## src/rtl/piano_tone_gen.sv

```systemverilog
// piano_tone_gen
// Square-wave tone generator for the FPGA piano. Takes the eight note
// enables (C4..C5), picks the highest-pitched active note and drives one
// speaker pin. Pitch changes and note-off are only applied at half-period
// boundaries, so the speaker never sees a runt pulse.
//
// Ports:
//   clk      - system clock, rising edge
//   reset    - asynchronous, active-high; clears all state at once
//   en[7:0]  - note enables, bit0=C4 .. bit7=C5 (asynchronous to clk)
//   tone     - square-wave speaker drive
//   active   - high while a note is sounding (PLAY or RELEASE)
//   note_idx - index of the sounding note; holds its value when idle
//   note_chg - one-cycle pulse in the cycle note_idx takes a new value
module piano_tone_gen #(
    parameter int CLK_HZ = 50_000_000,
    parameter int CNT_W  = 17
) (
    input  logic             clk,
    input  logic             reset,
    input  logic [7:0]       en,
    output logic             tone,
    output logic             active,
    output logic [2:0]       note_idx,
    output logic             note_chg
);

    typedef enum logic [1:0] {
        ST_IDLE    = 2'd0,
        ST_PLAY    = 2'd1,
        ST_RELEASE = 2'd2
    } state_t;

    // Half-period in clock cycles for note idx, rounded to nearest.
    function automatic logic [CNT_W-1:0] half_cnt(input int idx);
        real f_hz;
        case (idx)
            0:       f_hz = 261.63;
            1:       f_hz = 293.66;
            2:       f_hz = 329.63;
            3:       f_hz = 349.23;
            4:       f_hz = 392.00;
            5:       f_hz = 440.00;
            6:       f_hz = 493.88;
            default: f_hz = 523.25;
        endcase
        return CNT_W'($rtoi(real'(CLK_HZ) / (2.0 * f_hz) + 0.5));
    endfunction

    localparam logic [CNT_W-1:0] HALF [8] = '{
        half_cnt(0), half_cnt(1), half_cnt(2), half_cnt(3),
        half_cnt(4), half_cnt(5), half_cnt(6), half_cnt(7)
    };

    localparam logic [CNT_W-1:0] CNT_ONE = {{(CNT_W-1){1'b0}}, 1'b1};

    state_t           state_r;
    state_t           state_nxt_s;
    logic [7:0]       en_meta_r;
    logic [7:0]       en_sync_r;
    logic [2:0]       sel_s;
    logic             any_s;
    logic             boundary_s;
    logic [CNT_W-1:0] load_val_s;
    logic [CNT_W-1:0] cnt_r;
    logic [CNT_W-1:0] cnt_nxt_s;
    logic             tone_r;
    logic             tone_nxt_s;
    logic             active_r;
    logic             active_nxt_s;
    logic [2:0]       idx_r;
    logic [2:0]       idx_nxt_s;
    logic             chg_r;
    logic             chg_nxt_s;

    // Two-flop synchronizer for the asynchronous note enables.
    always_ff @(posedge clk or posedge reset) begin
        if (reset) begin
            en_meta_r <= 8'h00;
            en_sync_r <= 8'h00;
        end else begin
            en_meta_r <= en;
            en_sync_r <= en_meta_r;
        end
    end

    // Priority select: the highest-pitched enabled note wins.
    always_comb begin
        sel_s = 3'd0;
        casez (en_sync_r)
            8'b1???????: sel_s = 3'd7;
            8'b01??????: sel_s = 3'd6;
            8'b001?????: sel_s = 3'd5;
            8'b0001????: sel_s = 3'd4;
            8'b00001???: sel_s = 3'd3;
            8'b000001??: sel_s = 3'd2;
            8'b0000001?: sel_s = 3'd1;
            default:     sel_s = 3'd0;
        endcase
    end

    assign any_s      = |en_sync_r;
    assign boundary_s = (cnt_r == {CNT_W{1'b0}});
    assign load_val_s = HALF[sel_s] - CNT_ONE;

    // FSM state register.
    always_ff @(posedge clk or posedge reset) begin
        if (reset) begin
            state_r <= ST_IDLE;
        end else begin
            state_r <= state_nxt_s;
        end
    end

    // FSM next-state logic.
    always_comb begin
        state_nxt_s = state_r;
        case (state_r)
            ST_IDLE: begin
                if (any_s) begin
                    state_nxt_s = ST_PLAY;
                end else begin
                    state_nxt_s = ST_IDLE;
                end
            end
            ST_PLAY: begin
                if (boundary_s) begin
                    state_nxt_s = any_s ? ST_PLAY : ST_IDLE;
                end else if (!any_s) begin
                    // A high phase must run to its boundary; a low one may stop now.
                    state_nxt_s = tone_r ? ST_RELEASE : ST_IDLE;
                end else begin
                    state_nxt_s = ST_PLAY;
                end
            end
            ST_RELEASE: begin
                if (boundary_s) begin
                    state_nxt_s = ST_IDLE;
                end else if (any_s) begin
                    state_nxt_s = ST_PLAY;
                end else begin
                    state_nxt_s = ST_RELEASE;
                end
            end
            default: state_nxt_s = ST_IDLE;
        endcase
    end

    // FSM output / datapath next values (all registered below).
    always_comb begin
        cnt_nxt_s  = cnt_r;
        tone_nxt_s = tone_r;
        idx_nxt_s  = idx_r;
        chg_nxt_s  = 1'b0;
        case (state_r)
            ST_IDLE: begin
                if (any_s) begin
                    cnt_nxt_s  = load_val_s;
                    tone_nxt_s = 1'b1;
                    idx_nxt_s  = sel_s;
                    chg_nxt_s  = (sel_s != idx_r);
                end else begin
                    tone_nxt_s = 1'b0;
                end
            end
            ST_PLAY: begin
                if (boundary_s) begin
                    if (any_s) begin
                        tone_nxt_s = ~tone_r;
                        cnt_nxt_s  = load_val_s;
                        idx_nxt_s  = sel_s;
                        chg_nxt_s  = (sel_s != idx_r);
                    end else begin
                        // Either ends a high phase or suppresses the next one.
                        tone_nxt_s = 1'b0;
                    end
                end else if (!any_s && !tone_r) begin
                    // Straight to idle; cnt is reloaded on the next start.
                    cnt_nxt_s = cnt_r;
                end else begin
                    cnt_nxt_s = cnt_r - CNT_ONE;
                end
            end
            ST_RELEASE: begin
                if (boundary_s) begin
                    tone_nxt_s = 1'b0;
                end else begin
                    // Keep counting so a re-press resumes the same waveform.
                    cnt_nxt_s = cnt_r - CNT_ONE;
                end
            end
            default: begin
                tone_nxt_s = 1'b0;
            end
        endcase
        active_nxt_s = (state_nxt_s != ST_IDLE);
    end

    // Datapath and output registers.
    always_ff @(posedge clk or posedge reset) begin
        if (reset) begin
            cnt_r    <= {CNT_W{1'b0}};
            tone_r   <= 1'b0;
            active_r <= 1'b0;
            idx_r    <= 3'd0;
            chg_r    <= 1'b0;
        end else begin
            cnt_r    <= cnt_nxt_s;
            tone_r   <= tone_nxt_s;
            active_r <= active_nxt_s;
            idx_r    <= idx_nxt_s;
            chg_r    <= chg_nxt_s;
        end
    end

    assign tone     = tone_r;
    assign active   = active_r;
    assign note_idx = idx_r;
    assign note_chg = chg_r;

endmodule

```

## config.mk

```make
export PLATFORM = sky130hd
export DESIGN_NAME = piano_tone_gen
export DESIGN_NICKNAME = d
export VERILOG_FILES = /design/src/rtl/piano_tone_gen.sv
export SDC_FILE = /design/constraint.sdc
export NUM_CORES = 1
export LEC_CHECK = 0
export ABC_AREA = 1
export BUFFER_PORTS_ARGS = -buffer_cell sky130_fd_sc_hd__buf_2
export CAP_MARGIN = 5
export CORE_UTILIZATION = 40
export DETAILED_ROUTE_END_ITERATION = 10
export PLACE_DENSITY = 0.58
export SYNTH_ARGS = -nofsm -noshare
export SYNTH_HDL_FRONTEND = slang
export SYNTH_SLANG_ARGS = --single-unit
```

## constraint.sdc

```tcl
create_clock -name clk -period 3.45 [get_ports clk]
set_clock_uncertainty 0.1 [all_clocks]
set_input_delay 0.1725 -clock clk [delete_from_list [all_inputs] [get_ports clk]]
set_output_delay 0.1725 -clock clk [all_outputs]
set_load 0.01 [all_outputs]
```

==> summary.txt, run 1 <==
STA
  – Max-slew violation count: 0
  – Final Critical Period: 2.79 ns
  – Final hold vios: 0
  – Setup TNS: 0 ns
  – Setup violators final: 0
  – Slew Limit Headroom: 31.1%
  – Unrepaired setup endpoints after global routing: false
  – Final period util: 80.7%
  – Worst slew pin tran: 1.03 ns
  – Fmax achieved: 0.359 GHz
  – WHS: 0.0120 ns

Floorplanning
  – Die area: 7220 µm²
  – Die Ht: 85.0 µm
  – Initial core utilization: 42.4%
  – Core area: 6490 µm²
  – IO Pins: 16
  – Die W: 85.0 µm
  – Row cnt: 29

Logic synthesis
  – Post-Syn Nets: 378
  – Average size of a mapped cell: 7.76 µm²
  – Ys Warns: 0
  – Count of cell types in the netlist: 38
  – Syn Std Cell Area: 2760 µm²
  – Register area share after synthesis: 37.2%
  – Mapped Cells: 355
  – Synthesized flop and latch total: 41

Routing
  – DR vias: 2,302
  – 1st-pass router iterations: 4
  – Routed WL per cell: 13.8 µm
  – Vias per cell: 5.04
  – DRC violations left: 0
  – ANT nets after route: 0
  – Post-Route WL: 6.29 mm
  – Initial drt markers: 106

Clock tree
  – CTS tree: built
  – Reg clk slew, reported paths: 0.09 ns
  – TritonCTS Buffers: 5
  – CTS sink cnt: 41
  – Cts repair resizes: 0
  – Clock Tree Root: clkbuf_8
  – Later-pin clock latency in the skew report: 0.30 ns
  – H-tree Lvls: 2
  – CTS Buffer Depth: 2

Setup path
  – Critical path type: flip-flop to flip-flop
  – CP Capture Type: flip-flop
  – Crit-path max FO: 6
  – Worst path arrival time: 2.86 ns
  – Required time worst endpoint: 3.53 ns
  – CP startpoint kind: flip-flop

Placed design
  – Number of port buffers: 15
  – Routability cong.: 0.852
  – Dpl hpwl: 4.64 mm

Status
  – Status: finished clean

Cells and area
  – Fin nets: 402
  – Commonest non-fill, non-tap cell in the layout: nand2_1
  – P&R area growth vs syn: 10.9%
  – Most frequent cells in the layout: nand2_1, dfrtp_1, inv_1, nor2_1, nand3_1
  – Antenna Cells: 0
  – Share of post-route cells with drive strength above 1: 17.1%

Global routing
  – Global-route wire length before repair: 11.1 mm
  – Largest net degree at the start of global routing: 28
  – Vias in the first global route: 2,366
  – All-Layer GR Usage: 19.6%
  – Initial antenna violation count: 0
  – Grt total ovfl: 0

Power
  – Share of total power in sequential cells: 37.1%
  – Power Density: 680 nW/µm²
  – Leak pwr: 1.52 nW
  – Comb power frac: 43.9%
  – Switching power: 0.892 mW
  – Maximum VDD drop: 0.000348 V
  – P_int: 1.19 mW
  – Clock Power Share: 19.0%
  – Sw frac: 42.9%

Run
  – Max_cap viols: 0

Min path
  – Worst hold path type: input port to async pin
-- power groups by stage --
stage | Sequential [mW] | Clock, mW | Combinational, mW
finish | 0.771 | 0.394 | 0.913
global route | 0.794 | 0.425 | 1.06
CTS | 0.771 | 0.410 | 0.921
detailed placement | 0.779 | 0 | 0.908
global placement | 0.780 | 0 | 0.893
floorplan | 0.760 | 0 | 0.718
-- cell usage after synthesis, drive strengths merged --
library cell / instances / share of area [%]
xnor2: 1 / 0.32
nor2: 45 / 7.9
nand3: 26 / 6.2
o22ai: 1 / 0.23
nand3b: 1 / 0.27
a21oi: 19 / 4.0
a31oi: 1 / 0.23
buf: 8 / 2.9
dfrtp: 41 / 37
xor2: 14 / 4.5
nand2: 99 / 14
o21bai: 1 / 0.41
ha: 13 / 5.9
o211ai: 3 / 1.0
o41ai: 1 / 0.32
o21ai: 25 / 5.2
or2: 3 / 0.68
nand4: 4 / 1.4
inv: 42 / 5.7
nor3: 6 / 1.1
a211oi: 1 / 0.27
-- layer usage --
metal	vias up	track usage [%]	part of all wire, %
li1	1179	-	-
met1	1078	26.6	48
met2	32	30.9	46
met3	13	3.70	3.4
met4	0	7.55	2.0
met5	-	0	0
-- worst paths after layout --
path	slack, ns	endpoint	from	depth (start not counted)
setup / recovery	0.66	cnt_r[4]	en_sync_r[5]	13
hold reg to reg	0.25	en_sync_r[3]	en_meta_r[3]	0
hold / removal	0.01	note_idx[1]	reset	2
max in group asynchronous	2.45	cnt_r[5]	reset	3
setup reg to reg	0.66	cnt_r[4]	en_sync_r[5]	13
min in group clk	0.25	en_sync_r[3]	en_meta_r[3]	0
-- per-stage QoR --
stage	instances	setup slack, ns	instance area [µm²]	utilization [%]	power [mW]
2_1_floorplan	355	0.942	2760	-	1.48
3_3_place_gp	441	0.784	2860	44.1	1.67
3_5_place_dp	441	0.740	2860	44.1	1.69
4_1_cts	457	0.663	3060	47.0	2.10
5_1_grt	457	0.412	3060	47.0	2.28
6_report	457	0.665	3060	47.0	2.08
-- sequential cells by signal, summed over array words and instances (netlist names) --
name       cells
note_idx       3
cnt_r         17
active         1
tone           1
note_chg       1
en_meta_r      8
state_r        2
en_sync_r      8
-- repair_timing --
action,4_1_cts,5_1_grt
hold buffers,8,0
buffers inserted,0,0
hold endpoints to repair,8,0
-- critical path: stages, from the launching register on --
cell and delay, ns:
dfrtp_1 0.43, nor2_2 0.17, inv_1 0.05, o21ai_1 0.39
inv_1 0.17, ha_1 0.21, o21ai_0 0.15, inv_1 0.09
ha_1 0.23, ha_1 0.20, nor3_1 0.19, nor2_1 0.07
a21oi_1 0.15, a21oi_1 0.08
-- cell type report --
class	instances	area (µm²)
Multi-Input combinational cell	264	1490
Timing Repair Buffer	25	170
Fill cell	650	3440
Clock inverter	3	43.8
Sequential cell	41	1030
Tap cell	77	96.3
Clock buffer	5	68.8
Inverter	42	158
-- kinds of logic (layout without fill, tap and decap cells) --
family / count (synthesis) / in the layout / share of synthesized area, %
AO/OA/AOI/OAI: 52 / 52 / 11.7
AND/OR/NAND/NOR: 184 / 184 / 31.8
adder cells (fa/ha/maj): 13 / 13 / 5.90
buffers and inverters: 50 / 75 / 8.58
flip-flops: 41 / 41 / 37.2
XOR/XNOR: 15 / 15 / 4.77
(Power assumes the default switching activity.)
==> run 2: changes to the inputs <==
- ABC_AREA: 1 -> 0
- clock period: 3.45 -> 2.6 ns (I/O delays scaled with it)
==> summary.txt, run 2 <==
STA
  – Setup TNS: -0.0996 ns (-0.0996 ns)
  – Slew Limit Headroom: 32.2% (+1.1 points)
  – Setup violators final: 2 (+2)
  – Final Critical Period: 2.67 ns (-0.111 ns)
  – Final hold vios: 0 (unchanged)
  – Fmax achieved: 0.374 GHz (+4.2%)
  – Max-slew violation count: 0 (unchanged)
  – Worst slew pin tran: 1.01 ns (-0.0213 ns)
  – Final worst slack: -0.0743 ns (-0.739 ns)
  – Final period util: 103% (+22 points)
  – Unrepaired setup endpoints after global routing: true

Routing
  – ANT nets after route: 0 (unchanged)
  – 1st-pass router iterations: 4 (unchanged)
  – Routed WL per cell: 16.6 µm (+21%)
  – Post-Route WL: 7.14 mm (+14%)
  – Vias per cell: 5.81 (+15%)
  – Initial drt markers: 176 (+66%)
  – DRC violations left: 0 (unchanged)
  – DR vias: 2,499 (+8.6%)

Clock tree
  – CTS Buffer Depth: 2 (unchanged)
  – Reg clk slew, reported paths: 0.10 ns (about the same)
  – TritonCTS Buffers: 5 (unchanged)
  – Clock Tree Root: clkbuf_8
  – H-tree Lvls: 2 (unchanged)
  – CTS tree: built
  – Later-pin clock latency in the skew report: 0.31 ns (about the same)
  – CTS sink cnt: 41 (unchanged)

Floorplanning
  – Die area: 6880 µm² (-4.7%)
  – Die W: 83.0 µm (-2.4%)
  – IO Pins: 16 (unchanged)
  – Core area: 6350 µm² (-2.2%)
  – Initial core utilization: 41.3% (-1.1 points)
  – Die Ht: 83.0 µm (-2.4%)
  – Row cnt: 29 (unchanged)

Logic synthesis
  – Top-count cell post-synth: dfrtp_1
  – Syn Std Cell Area: 2620 µm² (-4.8%)
  – Post-Syn Nets: 313 (-17%)
  – Mapped Cells: 290 (-18%)
  – Synthesized flop and latch total: 41 (unchanged)
  – Area contributors post-synth: dfrtp_1, ha_1, a21oi_1, o21ai_1, nor2_1
  – Count of cell types in the netlist: 63 (+66%)
  – Yosys top cell area share: 39.1% (+1.9 points)
  – Ys Warns: 0 (unchanged)
  – Register area share after synthesis: 39.1% (+1.9 points)
  – Average size of a mapped cell: 9.04 µm² (+17%)
  – Top post-synthesis cells by count: dfrtp_1, a21oi_1, nor2_1
  – Main synth FF type: dfrtp_1
  – EDFF count, synth: 0 (unchanged)
  – Synth area leader: dfrtp_1
  – Post-synth ARST share: 100% (unchanged)

Global routing
  – Initial antenna violation count: 0 (unchanged)
  – Grt total ovfl: 0 (unchanged)
  – Global-route wire length before repair: 12.0 mm (+8.0%)
  – Largest net degree at the start of global routing: 27 (-3.6%)
  – All-Layer GR Usage: 21.8% (+2.2 points)
  – Vias in the first global route: 2,412 (+1.9%)

Cells and area
  – P&R area growth vs syn: 30.8%
  – Share of post-route cells with drive strength above 1: 28.9% (+12 points)
  – Largest register FFs: 17 (unchanged)
  – Most frequent cells in the layout: buf_4, dfrtp_1, a21oi_1, nor2_1
  – Fin nets: 375 (-6.7%)
  – Biggest regs: cnt_r: 17 flops, en_meta_r: 8 flops, en_sync_r: 8 flops
  – Biggest register: cnt_r
  – Antenna Cells: 0 (unchanged)
  – Final cell count without fillers: 430 (-5.9%)
  – Commonest non-fill, non-tap cell in the layout: buf_4

Power
  – Maximum VDD drop: 0.000714 V (+110%)
  – Power Density: 816 nW/µm² (+20%)
  – Leak pwr: 1.48 nW (-3.0%)
  – Final Power: 2.80 mW (+35%)

Placed design
  – Number of cells after detailed placement: 407 (-7.7%)
  – Dpl hpwl: 5.19 mm (+12%)
  – Routability cong.: 0.947 (+11%)
  – Number of port buffers: 15 (unchanged)

Status
  – Failing checks: setup timing
  – Status: finished, violations left

Setup path
  – CP startpoint kind: flip-flop
  – Reg2Reg Setup Slack: -0.07 ns (-0.74 ns)
  – CP Capture Type: flip-flop
  – Crit-path max FO: 3 (-3)
  – Required time worst endpoint: 2.74 ns (-0.79 ns)
  – Critical path type: flip-flop to flip-flop
  – Worst path arrival time: 2.82 ns (-0.04 ns)

Min path
  – Worst hold path type: flip-flop to flip-flop

Run
  – Max_cap viols: 0 (unchanged)
run 2: changes by cell type in the layout (fill, tap and decap cells not counted), moves of 7 or more:
cell	change
xor2_1	-13
nor2_1	-14
inv_1	-24
nand2_1	-74
a21oi_1	+7
nand3_1	-12
o21ai_1	+14
buf_4	+40
run 2: path summary, 6_finish.rpt:
| path | end | cells after the start | from |
|---|---|---|---|
| worst max-delay path | cnt_r[6] | 15 | en_sync_r[3] |
| worst min-delay path | en_sync_r[0] | 0 | en_meta_r[0] |
| worst max register to register | cnt_r[6] | 15 | en_sync_r[3] |
| worst min register to register | en_sync_r[0] | 0 | en_meta_r[0] |
| max in group asynchronous | en_sync_r[5] | 4 | reset |
| min in group asynchronous | tone | 3 | reset |
run 2: cell type report:
| class | count | area (µm²) |
|---|---|---|
| Fill cell | 565 | 2920 |
| Multi-Input combinational cell | 218 | 1600 |
| Sequential cell | 41 | 1030 |
| Timing Repair Buffer | 69 | 541 |
| Tap cell | 77 | 96.3 |
| Clock buffer | 5 | 68.8 |
| Inverter | 17 | 66.3 |
| Clock inverter | 3 | 26.3 |
run 2: power by group:
group	switching [mW]	internal [mW]	leakage, nW	total [mW]
clock	0.263	0.200	0.0495	0.462
combinational	0.715	0.647	0.937	1.36
sequential	0.168	0.808	0.490	0.976
run 2: cells by family after synthesis:
family	share of synthesized area, %
AOI/OAI and AO/OA	27.3
and+or+nand+nor	19.4
DFF	39.1
buffers and inverters	5.34
adders and majority gates	6.20
xor gates and xnor gates	1.34
muxes	1.24
run 2: metal layers:
metal	global-route usage (%)	up-vias	part of all wire [%]
met4	7.84	0	1.6
li1	-	1204	-
met3	3.88	11	5.2
met1	29.7	1205	46
met2	34.7	79	47
met5	0	-	0
run 2: critical path: stages, from the launching register on:
cell,delay (ns)
dfrtp_1,0.38
nor2b_1,0.13
o21bai_1,0.20
and3_4,0.23
inv_4,0.04
ha_4,0.15
o21ba_4,0.21
o21ai_4,0.17
inv_2,0.06
ha_4,0.17
nand2b_4,0.07
and3_1,0.16
o31ai_2,0.06
a221o_1,0.29
nand3_1,0.07
o2bb2ai_1,0.11
run 2: stage by stage:
| stage | area (µm²) | util [%] | worst slack [ns] | hold slack (ns) |
|---|---|---|---|---|
| 5_1_grt | 3430 | 54.0 | -0.188 | 0.260 |
| 3_3_place_gp | 3090 | 48.7 | -0.0247 | 0.138 |
| 6_report | 3430 | 54.0 | -0.0743 | 0.254 |
| 3_5_place_dp | 3090 | 48.7 | -0.0679 | 0.139 |
| 4_1_cts | 3330 | 52.4 | 0.00215 | 0.256 |
| 2_1_floorplan | 2680 | - | -0.129 | 0.0614 |
run 2: what timing repair did:
item | in CTS | in global routing
pin swaps | 8 | 7
buffers inserted | 4 | 2
hold buffers | 9 | 0
setup endpoints to repair | 5 | 8
endpoints found under the hold margin | 33 | 0
resized for setup | 4 | 16
